### src/rtl/fecha_pkg.sv
// rtl/fecha_pkg.sv - shared types and constants for the date/time register sequencer
package fecha_pkg;

  typedef enum logic [2:0] {
    IDLE    = 3'd0,
    RD_REQ  = 3'd1,
    RD_LOAD = 3'd2,
    WR_REQ  = 3'd3,
    WR_LOAD = 3'd4
  } state_t;

  localparam int NUM_REGS = 6;

  localparam logic [2:0] IDX_SEG  = 3'd0;
  localparam logic [2:0] IDX_MIN  = 3'd1;
  localparam logic [2:0] IDX_HORA = 3'd2;
  localparam logic [2:0] IDX_DIA  = 3'd3;
  localparam logic [2:0] IDX_MES  = 3'd4;
  localparam logic [2:0] IDX_ANIO = 3'd5;

  localparam logic [7:0] DEF_BASE_ADDR = 8'h21;

  function automatic logic bcd_ok(input logic [7:0] d);
    return (d[7:4] <= 4'd9) && (d[3:0] <= 4'd9);
  endfunction

endpackage

### src/rtl/fecha_hora_ctrl_ack_timer.sv
// rtl/fecha_hora_ctrl_ack_timer.sv - bus acknowledge watchdog counter
// expired is high once the count reaches TIMEOUT-1; the count holds there until cleared.
module ack_timer #(
  parameter int TIMEOUT = 64
) (
  input  logic clk,
  input  logic reset,
  input  logic clr,
  input  logic en,
  output logic expired
);

  localparam int W = (TIMEOUT > 1) ? $clog2(TIMEOUT) : 1;

  logic [W-1:0] count;

  always_ff @(posedge clk or posedge reset) begin
    if (reset) begin
      count <= '0;
    end else if (clr) begin
      count <= '0;
    end else if (en && !expired) begin
      count <= count + 1'b1;
    end
  end

  assign expired = (count == W'(TIMEOUT - 1));

endmodule

### src/rtl/fecha_hora_ctrl.sv
// rtl/fecha_hora_ctrl.sv - RTC sweep / user edit arbiter for the six date/time holding registers
// Optional BCD_CHECK_EN: reads with a nibble above 9 are dropped and flag err.
module fecha_hora_ctrl
  import fecha_pkg::*;
#(
  parameter int         TIMEOUT   = 64,
  parameter logic [7:0] BASE_ADDR = DEF_BASE_ADDR
) (
  input  logic       clk,
  input  logic       reset,
  input  logic       rd_tick,
  input  logic       edit_req,
  input  logic [2:0] edit_sel,
  input  logic [7:0] edit_dato,
  output logic       edit_done,
  output logic       rtc_req,
  output logic       rtc_we,
  output logic [7:0] rtc_addr,
  output logic [7:0] rtc_wdata,
  input  logic [7:0] rtc_rdata,
  input  logic       rtc_ack,
  output logic [5:0] reg_en,
  output logic [7:0] reg_dato,
  output logic       busy,
  output logic       err
);

  state_t     state, state_nx;
  logic [2:0] idx;
  logic       rd_pend;
  logic [7:0] rdata_q;
  logic       bad_q;
  logic       done_q;
  logic       err_q;
  logic       sweep_fault;
  logic       expired;
  logic       sel_ok;
  logic       bcd_bad;

  assign sel_ok = (edit_sel <= IDX_ANIO);

`ifdef BCD_CHECK_EN
  assign bcd_bad = !bcd_ok(rtc_rdata);
`else
  assign bcd_bad = 1'b0;
`endif

  // Timer is held clear outside REQ states so every transfer starts from zero.
  ack_timer #(.TIMEOUT(TIMEOUT)) u_timer (
    .clk     (clk),
    .reset   (reset),
    .clr     (!rtc_req),
    .en      (rtc_req),
    .expired (expired)
  );

  always_comb begin
    state_nx  = state;
    rtc_req   = 1'b0;
    rtc_we    = 1'b0;
    rtc_addr  = 8'h00;
    rtc_wdata = 8'h00;
    reg_en    = 6'b000000;
    reg_dato  = 8'h00;
    edit_done = done_q;
    case (state)
      IDLE: begin
        // done_q masks the still-held edit_req in the cycle its done pulse is seen.
        if (edit_req && !done_q) begin
          if (sel_ok) state_nx = WR_REQ;
        end else if (rd_pend) begin
          state_nx = RD_REQ;
        end
      end
      RD_REQ: begin
        rtc_req  = 1'b1;
        rtc_addr = BASE_ADDR + {5'd0, idx};
        if (rtc_ack)      state_nx = RD_LOAD;
        else if (expired) state_nx = IDLE;
      end
      RD_LOAD: begin
        if (!bad_q) begin
          reg_en   = 6'(1) << idx;
          reg_dato = rdata_q;
        end
        state_nx = (idx == IDX_ANIO) ? IDLE : RD_REQ;
      end
      WR_REQ: begin
        rtc_req   = 1'b1;
        rtc_we    = 1'b1;
        rtc_addr  = BASE_ADDR + {5'd0, edit_sel};
        rtc_wdata = edit_dato;
        if (rtc_ack)      state_nx = WR_LOAD;
        else if (expired) state_nx = IDLE;
      end
      WR_LOAD: begin
        reg_en    = 6'(1) << edit_sel;
        reg_dato  = edit_dato;
        edit_done = 1'b1;
        state_nx  = IDLE;
      end
      default: state_nx = IDLE;
    endcase
  end

  always_ff @(posedge clk or posedge reset) begin
    if (reset) begin
      state       <= IDLE;
      idx         <= 3'd0;
      rd_pend     <= 1'b0;
      rdata_q     <= 8'h00;
      bad_q       <= 1'b0;
      done_q      <= 1'b0;
      err_q       <= 1'b0;
      sweep_fault <= 1'b0;
    end else begin
      state  <= state_nx;
      done_q <= 1'b0;
      if (rd_tick) rd_pend <= 1'b1;
      case (state)
        IDLE: begin
          if (edit_req && !done_q) begin
            if (!sel_ok) begin
              done_q <= 1'b1;
              err_q  <= 1'b1;
            end
          end else if (rd_pend) begin
            rd_pend     <= 1'b0;
            idx         <= IDX_SEG;
            sweep_fault <= 1'b0;
          end
        end
        RD_REQ: begin
          if (rtc_ack) begin
            rdata_q <= rtc_rdata;
            bad_q   <= bcd_bad;
            if (bcd_bad) begin
              err_q       <= 1'b1;
              sweep_fault <= 1'b1;
            end
          end else if (expired) begin
            err_q <= 1'b1;
          end
        end
        RD_LOAD: begin
          if (idx == IDX_ANIO) begin
            if (!sweep_fault) err_q <= 1'b0;
          end else begin
            idx <= idx + 3'd1;
          end
        end
        WR_REQ: begin
          if (!rtc_ack && expired) begin
            err_q  <= 1'b1;
            done_q <= 1'b1;
          end
        end
        default: ;
      endcase
    end
  end

  assign busy = (state != IDLE);
  assign err  = err_q;

endmodule

### config.mk
export PLATFORM = sky130hd
export DESIGN_NAME = fecha_hora_ctrl
export DESIGN_NICKNAME = d
export VERILOG_FILES = /design/src/rtl/fecha_pkg.sv /design/src/rtl/fecha_hora_ctrl_ack_timer.sv /design/src/rtl/fecha_hora_ctrl.sv
export SDC_FILE = /design/constraint.sdc
export NUM_CORES = 1
export LEC_CHECK = 0
export BUFFER_PORTS_ARGS = -buffer_cell sky130_fd_sc_hd__buf_2
export CAP_MARGIN = 0
export CELL_PAD_IN_SITES_DETAIL_PLACEMENT = 1
export CELL_PAD_IN_SITES_GLOBAL_PLACEMENT = 1
export CORE_ASPECT_RATIO = 1.75
export CORE_MARGIN = 5
export CORE_UTILIZATION = 32
export DETAILED_ROUTE_END_ITERATION = 8
export GPL_ROUTABILITY_DRIVEN = 0
export GPL_TIMING_DRIVEN = 0
export PLACE_DENSITY = 0.79
export SLEW_MARGIN = 20
export SYNTH_ARGS = -nofsm -noshare
export SYNTH_HDL_FRONTEND = slang
export SYNTH_SLANG_ARGS = --single-unit
### constraint.sdc
create_clock -name clk -period 1.64 [get_ports clk]
set_clock_uncertainty 0.05 [all_clocks]
set_input_delay 0.328 -clock clk [delete_from_list [all_inputs] [get_ports clk]]
set_output_delay 0.328 -clock clk [all_outputs]
set_load 0.01 [all_outputs]
# After elaboration in Yosys (flattened, before gate mapping)
# Cells that the tools add are included.
[op_classes]
muxes = 36
shifts = 2
n_lt_le_gt_ge = 1
n_reduce_logical = 15
n_eq_ne = 18
addsub = 4
[ops]
columns = ["op", "count"]
rows = [
  ["$mux 3", 9],
  ["$ne 2x2->1 const B", 10],
  ["$mux 1", 17],
  ["$pmux 8 s2", 1],
  ["$add 6x3->7 const A", 2],
  ["$pmux 7 s2", 1],
  ["$mux 6", 2],
  ["$pmux 3 s4", 1],
  ["$pmux 6 s2", 1],
  ["$shl 1x3->6 const A", 2],
  ["$mux 8", 1],
  ["$reduce_and 7->1", 1],
  ["$add 6x1->6 const B", 1],
  ["$eq 3x2->1 const B", 2],
  ["$eq 3x3->1 const B", 2],
  ["$eq 6x6->1 const B", 1],
  ["$ne 3x3->1 const B", 2],
  ["$pmux 3 s2", 1],
  ["$pmux 1 s4", 1],
  ["$reduce_and 2->1", 2],
  ["$reduce_and 4->1", 1],
  ["$reduce_bool 4->1", 1],
  ["$add 3x1->3 const B", 1],
  ["$eq 3x1->1 const B", 1],
  ["other kinds (8)", 12],
]
[totals]
inputBits = 24
elab_cells = 83
output_inout_bits = 35
register_bits = 23

# Logic depth before layout (Yosys ltp)
# Gate-level depths: netlist of run 1.
[logic_depth]
word_depth = 6
depth_mapped = 6
ltp_nobuf = 5

# Modules after synthesis
# From an unflattened synthesis of run 1, not the netlist that was laid out.
[unflattened]
cells_unflattened = 187
hier_area_um2 = 1671.6
[by_module_without_submodules]
columns = ["module", "instances", "area_each_um2", "seq_area_each_um2", "cells_per_inst"]
rows = [
  ["fecha_hora_ctrl", 1, 1302.5, 425.4, 150],
  ["ack_timer", 1, 369.1, 150.1, 37],
]

# Worst setup path after synthesis of run 1
# OpenSTA, ideal clock, no wires.
[synth_path]
path_kind = "register to output"
startpoint = "reg state[1]"
endpoint = "out rtc_addr[2]"
slack_ps = -277
stages_incl_launch_ff = 7
path_buffers = 1
t_arrival_ps = 1539
t_required_ps = 1262
path_cell_list = "dfrtp_1 > buf_2 > nand3b_1 > mux2_2 > ha_1 > nand2b_1 > mux2i_1"
[synth_via]
elab_chain_cells = 2
elab_cells_between_ends = 3
classes_between = "eq/ne: 2; mux: 1"
[synth_lines]
columns = ["element", "line_no", "text"]
rows = [
  ["from (decl)", "fecha_hora_ctrl.sv:28", "state_t state, state_nx;"],
  ["from (signal assigned)", "fecha_hora_ctrl.sv:117", "state <= state_nx;"],
  ["$eq 3x2->1 / $eq 3x1->1 (equally long branches)", "fecha_hora_ctrl.sv:66", "case (state)"],
  ["$pmux 7 s2 *", "fecha_hora_ctrl.sv:66", ""],
  ["to (decl)", "fecha_hora_ctrl.sv:18", "output logic [7:0] rtc_addr,"],
]
# Every way passes the cells marked *; elsewhere a longest branch is shown, timed or not.

# Worst setup path after layout of run 1
[layout_path]
startpoint = "reg state[2]"
endpoint = "out rtc_addr[2]"
# Same word-level chain as after synthesis.

==> results of run 1 <==
-- path summary, 6_finish.rpt --
path	to	slack, ns	depth (start not counted)
worst max-delay path	rtc_addr[2]	-0.66	6
worst min register to register	err	0.46	1
max in group asynchronous	state[0]	0.74	2
worst min-delay path	rdata_q[1]	0.19	2
worst max register to register	rdata_q[5]	-0.26	8
min in group clk	rdata_q[0]	0.23	2
-- Yosys cell counts, types with 2 or more instances --
| master | number | share of area, % |
|---|---|---|
| a211oi_1 | 2 | 0.93 |
| a21oi_1 | 10 | 3.1 |
| a221oi_1 | 2 | 1.1 |
| a22oi_1 | 9 | 4.2 |
| a31oi_1 | 4 | 1.5 |
| and3_1 | 11 | 4.3 |
| buf_2 | 7 | 2.2 |
| buf_4 | 4 | 1.9 |
| clkbuf_1 | 5 | 1.2 |
| dfrtp_1 | 23 | 36 |
| ha_1 | 4 | 3.1 |
| inv_1 | 8 | 1.9 |
| mux2_2 | 10 | 7.0 |
| mux2i_1 | 5 | 3.1 |
| nand2_1 | 5 | 1.2 |
| nand2b_1 | 2 | 0.77 |
| nand3_1 | 4 | 1.2 |
| nand3b_1 | 4 | 1.9 |
| nor2_1 | 16 | 3.7 |
| nor2b_1 | 5 | 1.9 |
| nor3_1 | 5 | 1.5 |
| nor3b_1 | 3 | 1.4 |
| nor3b_2 | 2 | 1.5 |
| o21ai_0 | 5 | 1.5 |
| or2_2 | 2 | 0.77 |
| or3_1 | 2 | 0.77 |
-- power breakdown --
part / total, mW / internal [mW] / switching [mW]
clock network: 0.369 / 0.175 / 0.195
registers: 1.01 / 0.786 / 0.228
logic: 3.44 / 1.84 / 1.59
total: 4.82 / 2.80 / 2.02
-- metal layers --
metal	routed length [um]	part of all wire (%)
met3	204	3.0
met2	3960	58
met4	165	2.4
met5	0	0
met1	2500	37
-- cell families (layout without fill, tap and decap cells) --
family | Yosys count | count (layout) | synth area share [%]
XOR/XNOR | 2 | 2 | 1.08
AND/OR/NAND/NOR | 70 | 70 | 26.2
buffers and inverters | 25 | 109 | 7.28
flip-flops | 23 | 23 | 35.6
adder cells (fa/ha/maj) | 4 | 4 | 3.10
other | 1 | 3 | 0.232
AO/OA/AOI/OAI | 40 | 40 | 16.4
multiplexers | 15 | 15 | 10.1
-- final cells by class --
| class | instances | area, um2 | share of cell area (%) |
|---|---|---|---|
| sequential | 23 | 577 | 21.8 |
| buffer | 13 | 116 | 4.39 |
| tap | 54 | 67.6 | 2.55 |
| inverter | 8 | 37.5 | 1.42 |
| multi-input combinational | 134 | 1170 | 44.0 |
| timing repair buffer | 84 | 641 | 24.2 |
| clock buffer | 4 | 45.0 | 1.70 |
-- registers in the layout (all words and copies together) (netlist names) --
register	count
idx	3
u_timer.count	6
done_q	1
state	3
err	1
rd_pend	1
rdata_q	8
-- what timing repair did --
| item | CTS | global route |
|---|---|---|
| setup buffers | 14 | 14 |
| setup endpoints to repair | 42 | 45 |
| resized for setup | 41 | 61 |
| gates cloned | 1 | 0 |
| pin swaps | 5 | 10 |
-- metrics by stage --
step / TNS, ns / setup WS, ns / utilization [%]
finish: -14.08 / -0.655 / 53.7
floorplan: -0.455 / -0.179 / -
detailed placement: -6.99 / -0.385 / 40.8
global route: -16.40 / -0.709 / 53.7
global placement: -6.26 / -0.381 / 40.8
CTS: -10.85 / -0.614 / 46.7
==> results.ini, run 1 <==
[grt]
met2_usage_pct=31.0
met3_usage_pct=2.27
grt_max_degree=24
grt_pass1_vias=1813
busiest_layer=met2
grt_overflow_total=0
antenna_found_initial=0
track_usage_pct=16.7
grt_pass1_wl_um=8920
use_met1_pct=17.3

[finish]
syn_to_final_growth_pct=64.1
num_antenna_cells=0
finalNonFillerCells=320
fillers=558
final_common_cell=buf_2
final_cell_mix=buf_2, buf_6, buf_4, dfrtp_1, nor2_1
final_area_mm2=0.00265
num-nets-final=295
drive_above_1_share_pct=56.4

[die]
start_util_pct=32.7
die_h_um=104
io_pins=59
num_rows=34
core_mm2=0.00493
dieWidth_um=63.7
dieArea_mm2=0.00662

[job]
cap_violations=0

[worst_hold_path]
hp-class=in2async

[worst_setup_path]
max_stage_delay_ns=0.41
cp.arrival_ns=1.92
timing.rr.start=state[0]
crit_family=multiplexers
cp_slowest_cell=dfrtp_1
startpoint_type=flip-flop
worstPathRequired_ns=1.26
cp_num_buf_inv=1
cp-startpoint=state[2]
critPathKind=reg2out
cp-end-kind=primary output
path_max_fanout=4
path_cells=nand3b_1 -> mux2_4 -> ha_4 -> nand2b_4 -> mux2i_4 -> buf_6

[detailed_routing]
ant_nets=0
drt-vias-per-instance=5.63
wire_per_inst_um=21.3
drt_pass1_iterations=4
wirelength_um=6830
drtIter0Drc=85
drc=0
vias=1801

[sta]
finalCriticalPeriod_ns=2.30
max_freq_ghz=0.436
slew_headroom_pct=40.1
fin_ws_ns=-0.655
grt_setup_unrepaired=yes
slew_viol_final=0
hold_viol=0
hold_ws_ns=0.191
max_slew.worst_pin.slew_ns=0.898
setup_viol=41
period_share_pct=140

[synthesis]
ys_types=47
async_flop_share_pct=100
synth_edf_count=0
ys_warn_count=0
ys_ff_latch=23
synthCells=180
yosysSeqAreaShare_pct=35.6
syn_area_per_cell_um2=8.97
syn_area_mm2=0.00162
synth-main-ff-cell=dfrtp_1

[clocking]
numCtsBuffers=3
cts_max_level=1
cts_buffer_depth=2
ctsRootBufferMaster=clkbuf_8
clk_latency_ns=0.28
cts_tree=yes
holdBufCountCts=0
clk_pin_slew_ns=0.08
cts_sinks=23

[placed_design]
place_area_mm2=0.00201
placedCellCount=291
hpwlAfterDp_um=3950
port_buffers=55

[status]
outcome=complete, but fails checks
violations=negative setup slack

[power]
irDropWorstVdd_uv=1350
power_mw=4.82
power_leakage_nw=1.23
powerDensity_mw_per_mm2=1820

Power figures use the tool's default switching activity.
==> run 2, diff against run 1 <==
--- a/config.mk
+++ b/config.mk
@@ -6,10 +6,10 @@
 export NUM_CORES = 1
 export LEC_CHECK = 0
 export BUFFER_PORTS_ARGS = -buffer_cell sky130_fd_sc_hd__buf_2
-export CAP_MARGIN = 0
+export CAP_MARGIN = 20
 export CELL_PAD_IN_SITES_DETAIL_PLACEMENT = 1
 export CELL_PAD_IN_SITES_GLOBAL_PLACEMENT = 1
-export CORE_ASPECT_RATIO = 1.75
+export CORE_ASPECT_RATIO = 0.8
 export CORE_MARGIN = 5
 export CORE_UTILIZATION = 32
 export DETAILED_ROUTE_END_ITERATION = 8
==> results.ini, run 2 (synthesis results as in run 1) <==
[detailed_routing]
drt-vias-per-instance=5.53
wirelength_um=8300
vias=1929
ant_nets=0
drtIter0Drc=94
drc=0
wire_per_inst_um=23.8
drt_pass1_iterations=4

[finish]
register_area_um2=576
finalNonFillerCells=349
syn_to_final_growth_pct=81.3
final_cell_mix=buf_2, buf_6, buf_4, dfrtp_1, nor2_1
top_register=rdata_q
num_antenna_cells=0
multi_input_area_mm2=0.00120
final_common_cell=buf_2
reg_top3=rdata_q (8), u_timer.count (6)
finish.utilization_pct=59.2
largest_reg_flops=8
drive_above_1_share_pct=61.3
num-nets-final=316
fillers=545

[worst_setup_path]
r2r_slack_ns=-0.61
cp.arrival_ns=2.02
startpoint_type=flip-flop
cp-end-kind=primary output
critPathKind=reg2out
path_max_fanout=5
worstPathRequired_ns=1.26

[grt]
grt_overflow_total=0
grt_max_degree=24
track_usage_pct=22.6
antenna_found_initial=0
grt_pass1_wl_um=11200
grt_pass1_vias=1993

[sta]
fin_ws_ns=-0.757
setup_viol=48
max_slew.worst_pin.slew_ns=0.969
setup_tns_ns=-25.24
grt_setup_unrepaired=yes
hold_ws_ns=0.183
hold_viol=0
max_freq_ghz=0.417
finalCriticalPeriod_ns=2.40
slew_viol_final=0
slew_headroom_pct=35.3
period_share_pct=146

[clocking]
holdBufCountCts=0
cts_tree=yes
clk_pin_slew_ns=0.11
cts_max_level=1
cts_buffer_depth=2
cts_sinks=23
numCtsBuffers=3
clk_latency_ns=0.29
ctsRootBufferMaster=clkbuf_8

[worst_hold_path]
hp-class=in2async

[status]
outcome=complete, but fails checks
violations=negative setup slack

[power]
p_switching_mw=2.32
p_comb_share_pct=73.6
cellInternalPower_mw=3.11
power.share.sequential_pct=19.1
switching_share_pct=42.8
irDropWorstVdd_uv=997
clkPwrFrac_pct=7.4
powerDensity_mw_per_mm2=1850
power_leakage_nw=1.38

[placed_design]
placedCellCount=299
hpwlAfterDp_um=3680
port_buffers=55

[die]
dieWidth_um=89.4
dieArea_mm2=0.00658
io_pins=59
core_mm2=0.00495
die_h_um=73.5
start_util_pct=32.6
num_rows=23

[job]
cap_violations=0

[run 2: metal layers]
layer	GRT usage, %	vias up	share of wire (%)	wire length [um]
li1	-	860	-	-
met1	28.9	958	43	3540
met2	39.7	77	49	4050
met3	2.91	34	4.7	390
met4	6.45	0	3.8	316
met5	0	-	0	0
[run 2: per-stage QoR]
| stage | instance area [um2] | total power [mW] | setup slack [ns] |
|---|---|---|---|
| finish | 2930 | 5.43 | -0.757 |
| detailed placement | 2020 | 3.00 | -0.401 |
| CTS | 2770 | 4.78 | -0.622 |
| floorplan | 1670 | 2.38 | -0.179 |
| global placement | 2020 | 2.94 | -0.386 |
| global route | 2930 | 5.70 | -0.806 |
[run 2: worst max-delay path, cell delays in order, from the launching register on]
cell and delay, ns:
dfrtp_1 0.50, nand3b_1 0.25, mux2_4 0.39, ha_4 0.17, nand2b_4 0.14, mux2i_4 0.12, buf_2 0.15
[run 2: worst paths after layout]
check	from	end	cells past startpoint
hold / removal	reset	rdata_q[7]	2
max in group asynchronous	reset	err	2
setup / recovery	state[0]	rtc_addr[2]	6
hold reg to reg	err	err	1
setup reg to reg	state[2]	state[0]	12
min in group clk	rtc_rdata[0]	rdata_q[0]	2
[run 2: power by group through the flow]
| stage | clock, mW | sequential [mW] | combinational (mW) |
|---|---|---|---|
| 2_1_floorplan | 0 | 0.923 | 1.45 |
| 3_3_place_gp | 0 | 0.954 | 1.98 |
| 3_5_place_dp | 0 | 0.970 | 2.03 |
| 4_1_cts | 0.383 | 0.980 | 3.42 |
| 5_1_grt | 0.427 | 1.05 | 4.22 |
| 6_report | 0.400 | 1.04 | 4.00 |
[run 2: timing repair]
| action | in CTS | in global routing |
|---|---|---|
| pin swaps | 26 | 11 |
| gates resized for setup | 109 | 17 |
| setup buffers | 30 | 18 |
| gates cloned | 3 | 0 |
| hold endpoints to repair | 0 | 0 |
| setup endpoints to repair | 43 | 48 |
[run 2: layout make-up]
class	instances	share of cell area, %
inverters	8	1.45
repair buffers	103	28.2
plain buffers	15	5.43
well taps	62	2.65
multi-input cells	134	41.1
flip-flops and latches	23	19.7
clock buffers	4	1.54
